## config.mk

```make
export PLATFORM = sky130hd
export DESIGN_NAME = sipo_rx_flat
export DESIGN_NICKNAME = d
export VERILOG_FILES = /design/src/rtl/sipo_rx_if.sv /design/src/rtl/sipo_rx.sv /design/src/flat_wrapper.sv
export SDC_FILE = /design/constraint.sdc
export NUM_CORES = 1
export LEC_CHECK = 0
export ABC_AREA = 0
export BUFFER_PORTS_ARGS = -buffer_cell sky130_fd_sc_hd__buf_4
export CELL_PAD_IN_SITES_DETAIL_PLACEMENT = 0
export CELL_PAD_IN_SITES_GLOBAL_PLACEMENT = 1
export CORE_MARGIN = 4
export CORE_UTILIZATION = 30
export DETAILED_ROUTE_END_ITERATION = 10
export HOLD_SLACK_MARGIN = 0.02
export MAX_ROUTING_LAYER = met4
export PLACE_DENSITY_LB_ADDON = 0.1
export SLEW_MARGIN = 20
export SYNTH_ARGS = -nofsm -noshare
export SYNTH_HDL_FRONTEND = slang
export SYNTH_SLANG_ARGS = --single-unit
```

## constraint.sdc

```tcl
create_clock -name clk -period 4.6 [get_ports clk]
set_input_delay 0.92 -clock clk [delete_from_list [all_inputs] [get_ports clk]]
set_output_delay 0.92 -clock clk [all_outputs]
set_load 0.05 [all_outputs]
```

## src/rtl/sipo_rx_if.sv

```systemverilog
// Serial-in bus and deserialized-word handshake between a bit source and sipo_rx.
interface sipo_rx_if #(
  parameter int unsigned WIDTH = 8
);
  logic             in;
  logic             enable;
  logic             flush;
  logic             out_ready;
  logic [WIDTH-1:0] data_out;
  logic             data_valid;
  logic             done;
  logic             busy;
  logic             overrun;

  modport master (
    output in, enable, flush, out_ready,
    input  data_out, data_valid, done, busy, overrun
  );

  modport slave (
    input  in, enable, flush, out_ready,
    output data_out, data_valid, done, busy, overrun
  );
endinterface

```

## src/rtl/sipo_rx.sv

```systemverilog
// Serial-to-parallel receiver: MSB-first shift register with a one-entry
// output buffer, valid/ready handoff, abort on flush and sticky overrun.
module sipo_rx #(
  parameter int unsigned WIDTH = 8
) (
  input  logic       clk,
  input  logic       reset_n,
  sipo_rx_if.slave   bus
);
  localparam int unsigned CW = (WIDTH > 2) ? $clog2(WIDTH) : 1;
  localparam logic [CW-1:0] LAST = CW'(WIDTH - 1);

  typedef enum logic {IDLE, RECV} state_t;

  state_t           state_q, state_d;
  logic [CW-1:0]    count_q, count_d;
  logic [WIDTH-1:0] shift_q, shift_d;
  logic [WIDTH-1:0] data_q, data_d;
  logic             valid_q, valid_d;
  logic             done_q, done_d;
  logic             overrun_q, overrun_d;
  logic             word_done;
  logic             buf_free;

  always_ff @(posedge clk or negedge reset_n) begin
    if (!reset_n) begin
      state_q   <= IDLE;
      count_q   <= '0;
      shift_q   <= '0;
      data_q    <= '0;
      valid_q   <= 1'b0;
      done_q    <= 1'b0;
      overrun_q <= 1'b0;
    end else begin
      state_q   <= state_d;
      count_q   <= count_d;
      shift_q   <= shift_d;
      data_q    <= data_d;
      valid_q   <= valid_d;
      done_q    <= done_d;
      overrun_q <= overrun_d;
    end
  end

  always_comb begin
    state_d   = state_q;
    count_d   = count_q;
    shift_d   = shift_q;
    word_done = 1'b0;
    if (bus.flush) begin
      state_d = IDLE;
      count_d = '0;
      shift_d = '0;
    end else if (bus.enable) begin
      shift_d = {shift_q[WIDTH-2:0], bus.in};
      if (count_q == LAST) begin
        count_d   = '0;
        state_d   = IDLE;
        word_done = 1'b1;
      end else begin
        count_d = count_q + 1'b1;
        state_d = RECV;
      end
    end
  end

  // A consume in the same cycle frees the buffer, so back-to-back words load without a bubble.
  always_comb begin
    buf_free  = !valid_q || bus.out_ready;
    data_d    = data_q;
    valid_d   = valid_q;
    overrun_d = overrun_q;
    done_d    = word_done;
    if (word_done && buf_free) begin
      data_d  = shift_d;
      valid_d = 1'b1;
    end else if (valid_q && bus.out_ready) begin
      valid_d = 1'b0;
    end
    if (bus.flush) begin
      overrun_d = 1'b0;
    end else if (word_done && !buf_free) begin
      overrun_d = 1'b1;
    end
  end

  assign bus.data_out   = data_q;
  assign bus.data_valid = valid_q;
  assign bus.done       = done_q;
  assign bus.busy       = (state_q == RECV);
  assign bus.overrun    = overrun_q;
endmodule
```

## src/flat_wrapper.sv

```systemverilog
// flat-port wrapper written by rule: the top's interface ports become plain ports
module sipo_rx_flat 
#(
  parameter int unsigned WIDTH = 8
)
  (clk, reset_n, bus_in, bus_enable, bus_flush, bus_out_ready, bus_data_out, bus_data_valid, bus_done, bus_busy, bus_overrun);
  sipo_rx_if #(.WIDTH(WIDTH)) bus_i ();
  input  logic clk;
  input  logic reset_n;
  input wire logic [$bits(bus_i.in)-1:0] bus_in;
  input wire logic [$bits(bus_i.enable)-1:0] bus_enable;
  input wire logic [$bits(bus_i.flush)-1:0] bus_flush;
  input wire logic [$bits(bus_i.out_ready)-1:0] bus_out_ready;
  output wire logic [$bits(bus_i.data_out)-1:0] bus_data_out;
  output wire logic [$bits(bus_i.data_valid)-1:0] bus_data_valid;
  output wire logic [$bits(bus_i.done)-1:0] bus_done;
  output wire logic [$bits(bus_i.busy)-1:0] bus_busy;
  output wire logic [$bits(bus_i.overrun)-1:0] bus_overrun;
  assign bus_i.in = bus_in;
  assign bus_i.enable = bus_enable;
  assign bus_i.flush = bus_flush;
  assign bus_i.out_ready = bus_out_ready;
  assign bus_data_out = bus_i.data_out;
  assign bus_data_valid = bus_i.data_valid;
  assign bus_done = bus_i.done;
  assign bus_busy = bus_i.busy;
  assign bus_overrun = bus_i.overrun;
  sipo_rx #(.WIDTH(WIDTH)) u_core (.clk(clk), .reset_n(reset_n), .bus(bus_i));
endmodule
```

==> results.py, run 1 <==
metrics = {
    "placed_design": {
        "gp_congestion": 0.6515,
        "pre_cts_slack_ns": 2.513,
        "hpwl_mm": 1.092,
        "portBuffers": 17,
        "dpl_cell_area_um2": 1131,
    },
    "critical_path": {
        "worst-path-buf-inv": 1,
        "max_stage_delay_ns": 0.40,
        "cp.depth": 1,
        "path_class": "flop to output port",
        "reg2reg_depth": 5,
        "critPathCaptureType": "output port",
        "path_delay_family": "flip-flops",
        "crit_path_cell_trace": "buf_4",
        "crit_fanout": 2,
        "crit_start": "u_core.bus.data_out[4]",
        "reg2reg_from": "u_core.count_q[0]",
        "critical_path.endpoint": "bus_data_out[4]",
        "cp.arrival_ns": 0.91,
        "rr_endpoint": "u_core.bus.data_out[4]",
        "slowest_stage": "dfrtp_1",
        "crit_required_ns": 3.68,
        "r2r_slack_ns": 2.97,
        "worstSetupStartpointType": "flop",
    },
    "status": {
        "status": "finished clean",
    },
    "sta": {
        "min_period_ns": 1.827,
        "max_slew_margin_pct": 76.23,
        "worst_pin_slew_ns": 0.3558,
        "layout_setup_ws_ns": 2.773,
        "finalSetupTns_ns": 0,
        "finalCritPeriodShare_pct": 39.71,
        "slew_viol_final": 0,
        "rsz0062_at_grt": "no",
        "skew_ns": 0.002701,
        "hold_viol": 0,
        "setup_viol": 0,
        "fmax_mhz": 547.4,
    },
    "global_route": {
        "grt_antenna_before_repair": 0,
        "grt_max_degree": 24,
        "track_usage_pct": 9.289,
        "grt_pass1_wl_mm": 2.856,
        "grt_pass1_vias": 584,
        "overflow": 0,
    },
    "cts": {
        "cts.sinks": 23,
        "htree_levels": 1,
        "clk_pin_slew_ns": 0.12,
        "hold_buffers": 0,
        "cts_buffers": 3,
        "post_cts_buffers": 0,
        "cts_tree": "built",
        "cts_resized": 0,
        "clock-root-buffer": "clkbuf_4",
        "clk_latency_ns": 0.31,
        "clk_path_buf_depth": 2,
    },
    "drt": {
        "drc": 0,
        "wl_per_cell_um": 12.12,
        "dr.pass1.iters": 2,
        "totalWireLength_mm": 1.575,
        "antenna_left": 0,
        "drtIter0Drc": 11,
        "via_count": 555,
        "vias_per_cell": 4.269,
    },
    "cells_and_area": {
        "layout-drive-gt1-share_pct": 36.05,
        "fin_util_pct": 37.00,
        "fin_area_um2": 1157,
        "layout_commonest_cell": "dfrtp_1",
        "nets": 95,
        "area_delta_synth_final_pct": 15.48,
        "diodes": 0,
        "final_cell_mix": "dfrtp_1, buf_4, nor2_1",
        "fill_cells": 313,
    },
    "pwr": {
        "power.leakage_nw": 0.6305,
        "peakVddDrop_uv": 100.8,
        "p_total_uw": 321.2,
        "powerDensity_nw_per_um2": 277.5,
    },
    "floorplan": {
        "io_pins": 18,
        "die-area_um2": 4330,
        "placementRows": 20,
        "die_w_um": 65.80,
        "start_util_pct": 32.04,
        "fp.coreArea_um2": 3128,
        "die_h_um": 65.80,
    },
    "synth": {
        "ys_warn_count": 0,
        "syn_area_um2": 1002,
        "ys_seq_area_share_pct": 57.43,
        "yosysUniqueCellTypes": 17,
        "syn_nets": 77,
        "syn-mean-instance-area_um2": 14.52,
        "syn_inst": 69,
        "ys_ff_latch": 23,
    },
    "hold_path": {
        "min_path_type": "input pin to async pin",
    },
    "run": {
        "cap_violations": 0,
    },
}
## power by group
group	leakage (nW)	switching, mW	internal, mW
Sequential	0.318	0.00161	0.205
Clock	0.0150	0.0585	0.0339
Combinational	0.298	0.0133	0.00886
## registers in the layout, summed over array words and instances, names as in the netlist
signal                 count
u_core.bus.busy            1
u_core.bus.data_out        8
u_core.bus.data_valid      1
u_core.bus.done            1
u_core.bus.overrun         1
u_core.count_q             3
u_core.shift_q             8
## cell type report
| type | instances | area (um2) | share of cell area, % |
|---|---|---|---|
| Sequential cell | 23 | 575.6 | 49.73 |
| Multi-Input combinational cell | 40 | 365.4 | 31.57 |
| Timing Repair Buffer | 17 | 127.6 | 11.03 |
| Tap cell | 44 | 55.05 | 4.757 |
| Clock buffer | 4 | 26.28 | 2.270 |
| Inverter | 2 | 7.507 | 0.6486 |
## worst min-delay path by stage
stage	end	cells after the start	slack, ns	startpoint
floorplan	u_core.count_q[1]	2	0.49	u_core.count_q[1]
global placement	u_core.bus.data_out[4]	1	0.50	u_core.bus.data_out[4]
detailed placement	u_core.bus.data_out[6]	1	0.50	u_core.bus.data_out[6]
CTS	u_core.bus.data_out[5]	1	0.47	reset_n
global route	u_core.bus.data_out[5]	1	0.47	reset_n
finish	u_core.bus.data_out[4]	1	0.48	reset_n
## metrics by stage
stage	cells	hold slack, ns
floorplan	69	0.4903
global placement	126	0.4991
detailed placement	126	0.4963
CTS	130	0.4736
global route	130	0.4741
finish	130	0.4752
## metal layers
layer | up-vias | global-route usage [%] | part of all wire, %
met5 | - | - | 0
met4 | 0 | 6.995 | 3.7
met3 | 5 | 2.551 | 4.1
met2 | 11 | 12.14 | 45
met1 | 275 | 12.06 | 48
li1 | 264 | - | -
## cell families (layout without fill, tap and decap cells)
kind of cell | count (synthesis) | in the layout | share of synthesized area [%]
simple gates | 17 | 17 | 9.737
buf+inv | 6 | 23 | 6.117
fa+ha+maj | 2 | 2 | 2.496
compound gates | 2 | 2 | 1.124
mux | 19 | 19 | 23.10
flops | 23 | 23 | 57.43
## synth_stat cells, drive strengths merged
cell type  number  area, um2
mux2            9      131.4
buf             4      53.80
ha              2      25.02
a21oi           1      5.000
inv             2      7.510
nand3b          1      20.02
mux2i          10      100.1
nand2           1      3.750
nand2b          3      18.77
o22ai           1      6.260
nor2           11      41.29
dfrtp          23      575.6
nor2b           1      13.76
Note: power is estimated with default switching activity, not from simulation.
==> inputs of run 2 (changes only) <==
--- a/config.mk
+++ b/config.mk
@@ -5,7 +5,7 @@
 export SDC_FILE = /design/constraint.sdc
 export NUM_CORES = 1
 export LEC_CHECK = 0
-export ABC_AREA = 0
+export ABC_AREA = 1
 export BUFFER_PORTS_ARGS = -buffer_cell sky130_fd_sc_hd__buf_4
 export CELL_PAD_IN_SITES_DETAIL_PLACEMENT = 0
 export CELL_PAD_IN_SITES_GLOBAL_PLACEMENT = 1
==> constraint.sdc (replaced) <==
create_clock -name clk -period 1.7 [get_ports clk]
set_input_delay 0.34 -clock clk [delete_from_list [all_inputs] [get_ports clk]]
set_output_delay 0.34 -clock clk [all_outputs]
set_load 0.05 [all_outputs]
==> results.py, run 2 <==
metrics = {
    "critical_path": {
        "critPathCaptureType": "flop",
        "path_class": "flop to flop",
        "crit_fanout": 8,
        "crit_required_ns": 1.95,
        "worstSetupStartpointType": "flop",
        "cp.arrival_ns": 1.71,
        "reg2reg_depth": 7,
    },
    "floorplan": {
        "die-area_um2": 4191,
        "fp.coreArea_um2": 3078,
        "die_w_um": 64.74,
        "die_h_um": 64.74,
        "placementRows": 20,
        "io_pins": 18,
        "start_util_pct": 31.38,
    },
    "sta": {
        "finalCritPeriodShare_pct": 85.57,
        "max_slew_margin_pct": 79.40,
        "finalSetupTns_ns": 0,
        "setup_viol": 0,
        "slew_viol_final": 0,
        "layout_setup_ws_ns": 0.2453,
        "fmax_mhz": 687.4,
        "rsz0062_at_grt": "no",
        "worst_pin_slew_ns": 0.3082,
        "skew_ns": 0.006705,
        "hold_viol": 0,
        "min_period_ns": 1.455,
        "timing.hold.ws_ns": 0.2326,
    },
    "drt": {
        "dr.pass1.iters": 4,
        "vias_per_cell": 4.131,
        "drc": 0,
        "antenna_left": 0,
        "via_count": 694,
        "totalWireLength_mm": 1.919,
        "drtIter0Drc": 19,
        "wl_per_cell_um": 11.42,
    },
    "cts": {
        "cts_resized": 0,
        "clk_pin_slew_ns": 0.13,
        "clock-root-buffer": "clkbuf_4",
        "hold_buffers": 1,
        "htree_levels": 1,
        "cts_tree": "built",
        "clk_latency_ns": 0.31,
        "post_cts_buffers": 0,
        "clk_path_buf_depth": 2,
        "cts.sinks": 23,
        "cts_buffers": 3,
    },
    "synth": {
        "yosys_most_used_dff": "dfrtp_1",
        "ys_seq_area_share_pct": 59.59,
        "ys_warn_count": 0,
        "syn_nets": 111,
        "synth_top_cell_area_share_pct": 59.59,
        "yosysUniqueCellTypes": 15,
        "async_flop_share_pct": 100.0,
        "syn_inst": 103,
        "syn-mean-instance-area_um2": 9.378,
        "synth.most_common_cell": "nand2_1",
        "netlist_top_cells_count": "nand2_1, dfrtp_1, nand3_1, nand2_2, inv_1",
        "yosys-top-cells-area": "dfrtp_1, nand2_1, nand3_1",
        "yosysTopAreaCell": "dfrtp_1",
        "synth-edff-count": 0,
        "syn_area_um2": 965.9,
        "ys_ff_latch": 23,
    },
    "cells_and_area": {
        "layout_commonest_cell": "nand2_1",
        "fin_util_pct": 38.17,
        "diodes": 0,
        "area_delta_synth_final_pct": 21.63,
        "layout-drive-gt1-share_pct": 27.42,
        "final_cell_mix": "nand2_1, dfrtp_1, buf_4",
        "nets": 133,
        "layout.cells.non_filler": 168,
        "fin_area_um2": 1175,
    },
    "global_route": {
        "grt_max_degree": 24,
        "grt_antenna_before_repair": 0,
        "grt_pass1_vias": 752,
        "overflow": 0,
        "grt_pass1_wl_mm": 3.484,
        "track_usage_pct": 11.09,
    },
    "pwr": {
        "peakVddDrop_uv": 367.5,
        "p_total_uw": 878.1,
        "powerDensity_nw_per_um2": 747.4,
        "power.leakage_nw": 0.6491,
    },
    "placed_design": {
        "portBuffers": 17,
        "place_inst": 163,
        "dpl_cell_area_um2": 1137,
        "pre_cts_slack_ns": 0.2305,
        "gp_congestion": 0.6660,
    },
    "hold_path": {
        "hold_depth": 2,
        "min_path_type": "input pin to flop",
    },
    "status": {
        "status": "finished clean",
    },
    "run": {
        "cap_violations": 0,
    },
}
-- run 2: changes by cell type after synthesis, moves of 2 or more --
cell      change
nand2b_1      -3
nand2_2       +6
nor2_1       -10
nor2_2        +2
inv_1         +2
nand3_1       +8
mux2_4        -8
nand2_1      +48
nor2_4        +2
mux2i_1      -10
-- run 2: critical path, stage by stage (launching register included) --
cell and delay (ns):
dfrtp_1 0.42, ha_1 0.20, ha_1 0.23, nand2_1 0.10
nor2_2 0.04, nand2_1 0.24, nand2_1 0.08, nand2_1 0.08
-- run 2: final cells by class --
class | instances | area, um2
inverter | 5 | 18.77
fill | 323 | 1903
tap | 44 | 55.05
clock inverter | 1 | 5.005
clock buffer | 3 | 22.52
sequential | 23 | 575.6
multi-input combinational | 73 | 352.8
timing repair buffer | 19 | 145.1
-- run 2: cells by family (layout without fill, tap and decap cells) --
| logic type | after synthesis | after routing | share of synthesized area (%) |
|---|---|---|---|
| flip-flops | 23 | 23 | 59.59 |
| adder cells (fa/ha/maj) | 2 | 2 | 2.590 |
| AND/OR/NAND/NOR | 69 | 69 | 32.90 |
| buffers and inverters | 7 | 28 | 3.885 |
| AO/OA/AOI/OAI | 2 | 2 | 1.035 |
-- run 2: metal layers --
layer  global-route usage (%)  share of wire [%]
met2                    15.96                 43
met5                        -                  0
met1                    15.12                 51
met3                    3.813                5.0
met4                    2.375               0.78
-- run 2: final timing paths --
check / from / endpoint / slack [ns]
max: u_core.count_q[0] / u_core.bus.data_out[5] / 0.25
min: bus_flush / u_core.bus.done / 0.23
max reg2reg: u_core.count_q[0] / u_core.bus.data_out[5] / 0.25
min reg2reg: u_core.shift_q[7] / u_core.shift_q[7] / 0.49
max in group asynchronous: reset_n / u_core.shift_q[6] / 1.02
min in group asynchronous: reset_n / u_core.shift_q[2] / 0.45
-- run 2: power by group --
group	leakage, nW	internal (mW)	total (mW)	switching, mW
logic	0.314	0.0211	0.0656	0.0444
clock network	0.0177	0.0878	0.252	0.164
registers	0.318	0.555	0.560	0.00502
